`config.mk`:
```
export PLATFORM = sky130hd
export DESIGN_NAME = vend_ctrl
export DESIGN_NICKNAME = d
export VERILOG_FILES = /design/src/rtl/vend_ctrl.sv
export SDC_FILE = /design/constraint.sdc
export NUM_CORES = 1
export LEC_CHECK = 0
export BUFFER_PORTS_ARGS = -buffer_cell sky130_fd_sc_hd__buf_2
export CAP_MARGIN = 30
export CORE_ASPECT_RATIO = 1.1
export CORE_MARGIN = 3
export CORE_UTILIZATION = 46
export CTS_BUF_LIST = sky130_fd_sc_hd__clkbuf_16
export DETAILED_ROUTE_END_ITERATION = 6
export PLACE_DENSITY_LB_ADDON = 0.05
export SETUP_SLACK_MARGIN = 0.1
export SYNTH_ARGS = -nofsm -noshare
export SYNTH_HDL_FRONTEND = slang
export SYNTH_SLANG_ARGS = --single-unit
```
`constraint.sdc`:
```
create_clock -name clock -period 3.9 [get_ports clock]
set_input_delay 0.39 -clock clock [delete_from_list [all_inputs] [get_ports clock]]
set_output_delay 0.39 -clock clock [all_outputs]
set_load 0.02 [all_outputs]
```
`src/rtl/vend_ctrl.sv`:
```
// vend_ctrl -- transaction controller for a two-product coin vending path.
//
// Holds the running credit, sequences each sale (collect coins, select,
// stock/credit check, dispense, return change in 5Rs steps), keeps per-product
// stock, and handles cancel, inactivity refund and restock.
//
// Ports:
//   clock         system clock, rising edge
//   reset         asynchronous active-low reset
//   coin_in       00 none, 01 5Rs, 10 10Rs, 11 15Rs (one coin per cycle)
//   sel_valid     one-cycle product select strobe
//   sel           0 = product A, 1 = product B (qualified by sel_valid)
//   cancel        refund request pulse
//   restock       reload both stock counters to STOCK_INIT
//   dispense_a/b  one-cycle release pulse, high during the VEND cycle
//   change_pulse  each high cycle returns one 5Rs coin
//   coin_reject   previous cycle's coin returned unaccepted
//   sel_err       previous cycle's select refused
//   credit        current credit in Rs
//   stock_a/b     remaining units per product
//   busy          high while in VEND or CHANGE
//
// state   | meaning
// --------+---------------------------------------------------------
// IDLE    | no credit, waiting for the first coin
// COLLECT | accumulating credit, waiting for select/cancel/timeout
// VEND    | one-cycle dispense of the chosen product
// CHANGE  | returning remaining credit, one 5Rs coin per cycle

module vend_ctrl #(
    parameter int PRICE_A    = 10,
    parameter int PRICE_B    = 15,
    parameter int CREDIT_MAX = 30,
    parameter int STOCK_INIT = 4,
    parameter int TIMEOUT    = 16
) (
    input  logic       clock,
    input  logic       reset,
    input  logic [1:0] coin_in,
    input  logic       sel_valid,
    input  logic       sel,
    input  logic       cancel,
    input  logic       restock,
    output logic       dispense_a,
    output logic       dispense_b,
    output logic       change_pulse,
    output logic       coin_reject,
    output logic       sel_err,
    output logic [5:0] credit,
    output logic [3:0] stock_a,
    output logic [3:0] stock_b,
    output logic       busy
);

    typedef enum logic [1:0] {
        S_IDLE    = 2'd0,
        S_COLLECT = 2'd1,
        S_VEND    = 2'd2,
        S_CHANGE  = 2'd3
    } state_t;

    localparam int TW = $clog2(TIMEOUT);
    localparam logic [TW-1:0] TIMER_LAST  = TW'(TIMEOUT - 1);
    localparam logic [6:0]    PRICE_A7    = 7'(PRICE_A);
    localparam logic [6:0]    PRICE_B7    = 7'(PRICE_B);
    localparam logic [6:0]    CREDIT_MAX7 = 7'(CREDIT_MAX);
    localparam logic [3:0]    STOCK_INIT4 = 4'(STOCK_INIT);

    state_t        state_q, state_d;
    logic [5:0]    credit_q, credit_d;
    logic [3:0]    stock_a_q, stock_a_d;
    logic [3:0]    stock_b_q, stock_b_d;
    logic [TW-1:0] timer_q, timer_d;
    logic          dispense_a_q, dispense_a_d;
    logic          dispense_b_q, dispense_b_d;
    logic          change_pulse_q, change_pulse_d;
    logic          coin_reject_q, coin_reject_d;
    logic          sel_err_q, sel_err_d;
    logic          busy_q, busy_d;

    logic [6:0] coin_val;
    logic       coin_present;
    logic [6:0] credit_ext;
    logic [6:0] credit_sum;
    logic [6:0] sel_price;
    logic [3:0] sel_stock;

    always_comb begin
        case (coin_in)
            2'b01:   coin_val = 7'd5;
            2'b10:   coin_val = 7'd10;
            2'b11:   coin_val = 7'd15;
            default: coin_val = 7'd0;
        endcase
        coin_present = (coin_in != 2'b00);
        // 7-bit so that a full credit plus the largest coin cannot wrap
        credit_ext   = {1'b0, credit_q};
        credit_sum   = credit_ext + coin_val;
        sel_price    = sel ? PRICE_B7 : PRICE_A7;
        sel_stock    = sel ? stock_b_q : stock_a_q;

        state_d       = state_q;
        credit_d      = credit_q;
        stock_a_d     = stock_a_q;
        stock_b_d     = stock_b_q;
        timer_d       = '0;
        dispense_a_d  = 1'b0;
        dispense_b_d  = 1'b0;
        coin_reject_d = 1'b0;
        sel_err_d     = 1'b0;

        case (state_q)
            S_IDLE: begin
                sel_err_d = sel_valid;
                if (coin_present) begin
                    state_d  = S_COLLECT;
                    credit_d = coin_val[5:0];
                end
            end

            S_COLLECT: begin
                if (cancel) begin
                    state_d       = S_CHANGE;
                    coin_reject_d = coin_present;
                end else if (sel_valid) begin
                    coin_reject_d = coin_present;
                    if (sel_stock == 4'd0 || credit_ext < sel_price) begin
                        sel_err_d = 1'b1;
                    end else begin
                        state_d  = S_VEND;
                        credit_d = 6'(credit_ext - sel_price);
                        if (sel) begin
                            stock_b_d    = stock_b_q - 4'd1;
                            dispense_b_d = 1'b1;
                        end else begin
                            stock_a_d    = stock_a_q - 4'd1;
                            dispense_a_d = 1'b1;
                        end
                    end
                end else if (coin_present) begin
                    if (credit_sum <= CREDIT_MAX7) begin
                        credit_d = credit_sum[5:0];
                    end else begin
                        coin_reject_d = 1'b1;
                    end
                end else if (timer_q == TIMER_LAST) begin
                    state_d = S_CHANGE;
                end else begin
                    timer_d = timer_q + TW'(1);
                end
            end

            S_VEND: begin
                coin_reject_d = coin_present;
                sel_err_d     = sel_valid;
                state_d       = (credit_q != 6'd0) ? S_CHANGE : S_IDLE;
            end

            S_CHANGE: begin
                coin_reject_d = coin_present;
                sel_err_d     = sel_valid;
                credit_d      = credit_q - 6'd5;
                if (credit_q == 6'd5) begin
                    state_d = S_IDLE;
                end
            end

            default: begin
                state_d = S_IDLE;
            end
        endcase

        // restock overrides a decrement in the same cycle
        if (restock) begin
            stock_a_d = STOCK_INIT4;
            stock_b_d = STOCK_INIT4;
        end

        busy_d         = (state_d == S_VEND) || (state_d == S_CHANGE);
        change_pulse_d = (state_d == S_CHANGE);
    end

    always_ff @(posedge clock or negedge reset) begin
        if (!reset) begin
            state_q        <= S_IDLE;
            credit_q       <= 6'd0;
            stock_a_q      <= STOCK_INIT4;
            stock_b_q      <= STOCK_INIT4;
            timer_q        <= '0;
            dispense_a_q   <= 1'b0;
            dispense_b_q   <= 1'b0;
            change_pulse_q <= 1'b0;
            coin_reject_q  <= 1'b0;
            sel_err_q      <= 1'b0;
            busy_q         <= 1'b0;
        end else begin
            state_q        <= state_d;
            credit_q       <= credit_d;
            stock_a_q      <= stock_a_d;
            stock_b_q      <= stock_b_d;
            timer_q        <= timer_d;
            dispense_a_q   <= dispense_a_d;
            dispense_b_q   <= dispense_b_d;
            change_pulse_q <= change_pulse_d;
            coin_reject_q  <= coin_reject_d;
            sel_err_q      <= sel_err_d;
            busy_q         <= busy_d;
        end
    end

    assign dispense_a   = dispense_a_q;
    assign dispense_b   = dispense_b_q;
    assign change_pulse = change_pulse_q;
    assign coin_reject  = coin_reject_q;
    assign sel_err      = sel_err_q;
    assign credit       = credit_q;
    assign stock_a      = stock_a_q;
    assign stock_b      = stock_b_q;
    assign busy         = busy_q;

endmodule
```
# Yosys cells after proc, flatten, opt, wreduce, memory -nomap -nowiden
# Cells that the tools add are included.
# W data, S select, Z words.
word_totals:
  ff_bits: 26
  out_inout_bits: 20
  input_bits: 8
  wordCells: 107
classes:
  add_sub_neg: 6
  mux: 55
  eq_ne: 18
  order_cmp: 2
  reduce_logical: 15
op_table:
  columns: ["op", "n"]
  rows:
  - ["$mux W4", 18]
  - ["$mux W6", 6]
  - ["$pmux W6 S3", 1]
  - ["$mux W1", 17]
  - ["$mux W2", 8]
  - ["$eq A2 B2 Y1 const B", 6]
  - ["$pmux W4 S3", 1]
  - ["$reduce_and A5 Y1", 2]
  - ["$ne A3 B3 Y1 const B", 3]
  - ["$pmux W2 S4", 1]
  - ["$reduce_bool A2 Y1", 4]
  - ["$sub A4 B1 Y4 const B", 2]
  - ["$add A6 B7 Y7", 1]
  - ["$le A7 B5 Y1 const B", 1]
  - ["$eq A6 B3 Y1 const B", 1]
  - ["$lt A6 B4 Y1", 1]
  - ["$ne A2 B2 Y1 const B", 3]
  - ["$reduce_and A6 Y1", 1]
  - ["$reduce_bool A6 Y1", 1]
  - ["$sub A6 B3 Y6 const B", 1]
  - ["$sub A6 B4 Y6", 1]
  - ["$add A4 B1 Y4 const B", 1]
  - ["$eq A2 B1 Y1 const B", 2]
  - ["$eq A4 B4 Y1 const B", 1]
  - ["other kinds (9)", 12]

# Logic depth before layout (Yosys ltp)
depth:
  depth_word: 9
  mapped_depth: 12

# Worst setup path before layout
# No wires, ideal clock.
synth_path:
  path_type: "flip-flop to flip-flop"
  startpoint: "register credit_q[0] (netlist: credit[0])"
  endpoint: "register credit_q[4] (netlist: credit[4])"
  period_less_slack_ns: 2.579
  slack_ns: 1.321
  n_path_buf: 1
  setup_ns: 0.126
  arrival_time_ns: 2.452
  path_stages_with_launch: 11
  cell_sequence: "dfrtp_1 -> ha_1 -> ha_1 -> a211oi_1 -> a211oi_2 -> a311oi_1 -> a311o_1 -> o21ba_1 -> buf_6 -> nor4b_1 -> a311o_1"
synth_between:
  elab_chain_cells: 6
  word_cells_on_any_way: 15
  classes_between: "add/sub (3); order compare (2); eq/ne (2); mux (6); reduce/logical (2)"
synth_lines:
  columns: ["element", "line", "source"]
  rows:
  - ["from (decl)", "70", "logic [5:0] credit_q, credit_d;"]
  - ["from (signal assigned)", "198", "credit_q <= credit_d;"]
  - ["branches (longest 6 deep; another with $add A6 B7 Y7)", null, null]
# Several ways; the timed one is not identified. The select of a mux whose other input is x is not followed.
# A chain may end at the register's enable or synchronous reset.

# Worst setup path after layout
layout_path:
  startpoint: "register credit_q[2] (netlist: credit[2])"
  endpoint: "register credit_q[4] (netlist: credit[4])"
# The elaborated chain is that of the path after synthesis.

==> flow_summary.yaml <==
hold_path:
  hp-class: "input pin to asynchronous set/reset pin"
cells_and_area:
  utilization_pct: 55.1
  fillers: 359
  multi_input_comb_area_um2: 1070
  nets: 250
  fin_cells: 279
  diodes: 0
  drive_gt1_share_pct: 17.9
  final-seq-area_um2: 653
  area.growth.synth_to_final_pct: 11.8
yosys:
  synth_cells: 212
  postSynth.asyncResetShare_pct: 100
  yosysWarnings: 0
  seq_area_frac_synth_pct: 35.2
  avgSynthCellArea_um2: 8.76
  synth_cell_types: 48
  synth_nets: 232
  syn_area_um2: 1860
  ys.flop_type: "dfrtp_1"
  ys_ff_latch: 26
  synth_edf_count: 0
sta:
  whs_ps: 118
  setup_viol: 0
  slew_viol_final: 0
  fmax_mhz: 361
  period_minus_slack_ps: 2770
  relSlewSlack_pct: 60.9
  skew_ps: 1.84
  period_share_pct: 71.1
  hold_viol: 0
  worst_slew_pin_slew_ps: 579
  finalSetupTns_ps: 0
  rsz0062_at_grt: "false"
critical_path:
  start_kind: "flop"
  cp_data_arrival_time_ps: 2910
  path_max_fanout: 11
  r2r_cells: 8
  worst-setup-path-type: "flop to flop"
  r2r_end: "credit[4]$_DFFE_PN0P_"
  cp-end-kind: "flop"
  r2r_start: "credit[2]$_DFFE_PN0P_"
  worst_ep_required_time_ps: 4040
  rrSetupSlack_ps: 1130
global_routing:
  antenna_found_initial: 0
  grt_pass1_wl_um: 7270
  grt_pass1_vias: 1523
  overflow: 0
  track_usage_pct: 19.4
  grt_max_degree: 27
clock_tree:
  clk_pin_slew_ps: 60
  clk_latency_ps: 260
  post_cts_buffers: 0
  holdBufCountCts: 0
  cts_buffers: 3
  cts_tree: "done"
  cts_root_buf: "clkbuf_16"
  cts_buffer_depth: 2
  cts_resized: 0
  htree_levels: 1
  clock-sinks: 26
floorplan:
  core_region_area_um2: 3770
  floorplan.die_area_um2: 4840
  die_h_um: 72.7
  start_util_pct: 49.3
  die_w_um: 66.6
  ios: 28
  rows: 23
run_status:
  status: "complete, no violations"
power:
  peakVddDrop_uv: 438
  leakagePower_nw: 0.942
  power_density_nw_per_um2: 722
  total_power_mw: 1.50
place:
  io_buffers: 27
  dp_cells: 275
  gp_congestion: 0.839
  hpwlAfterDp_um: 3230
job:
  drv_cap: 0
routing:
  vias_per_cell: 5.82
  finalWirelength_um: 4330
  first_iter_violations: 140
  wl_per_cell_um: 15.5
  postRouteAntennaNets: 0
  drt-pass1-iter-count: 4
  drcViolationCount: 0
  vias: 1624
## through the flow
step / worst slack [ps] / instance area, um2
global placement: 1210 / 1970
floorplan: 1320 / 1860
CTS: 1160 / 2080
detailed placement: 1120 / 1970
finish: 1130 / 2080
global route: 879 / 2080
## sequential cells by signal (all words and copies together), names as in the netlist, 2 cells and up
name / cells
timer_q: 4
state_q: 2
stock_a: 4
credit: 6
stock_b: 4
## worst max path at each step
| stage | from | endpoint | slack, ps | cells past startpoint |
|---|---|---|---|---|
| after floorplan | credit[0]$_DFFE_PN0P_ | credit[4]$_DFFE_PN0P_ | 1320 | 10 |
| after global placement | coin_in[0] | credit[4]$_DFFE_PN0P_ | 1210 | 10 |
| after detailed placement | coin_in[0] | credit[4]$_DFFE_PN0P_ | 1120 | 10 |
| after CTS | credit[2]$_DFFE_PN0P_ | credit[4]$_DFFE_PN0P_ | 1160 | 8 |
| after global routing | credit[1]$_DFFE_PN0P_ | credit[4]$_DFFE_PN0P_ | 880 | 9 |
| final | credit[2]$_DFFE_PN0P_ | credit[4]$_DFFE_PN0P_ | 1130 | 8 |
## report_power, final
group	switching, mW	internal (mW)
Sequential	0.115	0.319
Clock	0.0933	0.204
Combinational	0.440	0.328
## critical path: stages, from the launching register on
cell	delay (ps)
dfrtp_1	490
ha_1	450
and4b_1	240
o41ai_2	420
a211oi_2	140
o21ai_1	150
o21ba_1	350
nor2b_1	90
a311o_1	330
## cells in the final DEF, fill, tap and decap left out, drive strengths merged, types with 2 or more instances in the layout
cell type and count:
a211oi 8, a21oi 14, a311o 3, a311oi 3, a31oi 5, a32oi 2
and3 7, buf 27, clkbuf 3, dfrtp 24, dfstp 2, ha 12
inv 14, mux2 2, nand2 15, nor2 24, nor2b 5, nor3 5
nor3b 2, nor4b 3, o21a 3, o21ai 14, o21bai 2, o31ai 4
xnor2 6, xor2 3
## kinds of logic after synthesis
group,after synthesis,share of synthesized area [%]
fa+ha+maj,12,8.08
compound gates,68,25.7
buf+inv,28,7.34
simple gates,67,18.2
mux,2,1.21
xor+xnor,9,4.24
flops,26,35.2
## cell type report
cell class / instances / area share (%)
multi-input cells: 158 / 51.4
well taps: 50 / 3.01
clock inverters: 1 / 1.45
inverters: 14 / 2.53
repair buffers: 27 / 6.51
flip-flops and latches: 26 / 31.4
clock buffers: 3 / 3.61
## cell usage after synthesis (3+ instances only)
master     n  area (um2)
a31oi_1    5        31.3
nand2_1   15        56.3
xor2_1     3        26.3
inv_1     14        52.6
xnor2_1    6        52.6
nor2_1    24        90.1
a311o_1    3        30.0
a311oi_1   3        26.3
o21ai_0   11        55.1
ha_1      12         150
a21oi_1   14        70.1
nor2b_1    5        31.3
buf_6      3        33.8
o31ai_1    4        30.0
a211oi_1   6        45.0
clkbuf_1   8        30.0
nor3_1     5        25.0
o21a_1     3        22.5
dfrtp_1   24         601
and3_1     7        43.8
## routing by layer
metal | part of all wire, % | GRT usage, %
met5 | 0 | 0
met4 | 1.1 | 5.87
met3 | 6.2 | 2.31
met2 | 49 | 32.5
met1 | 44 | 26.1
Note: power is estimated with default switching activity, not from simulation.
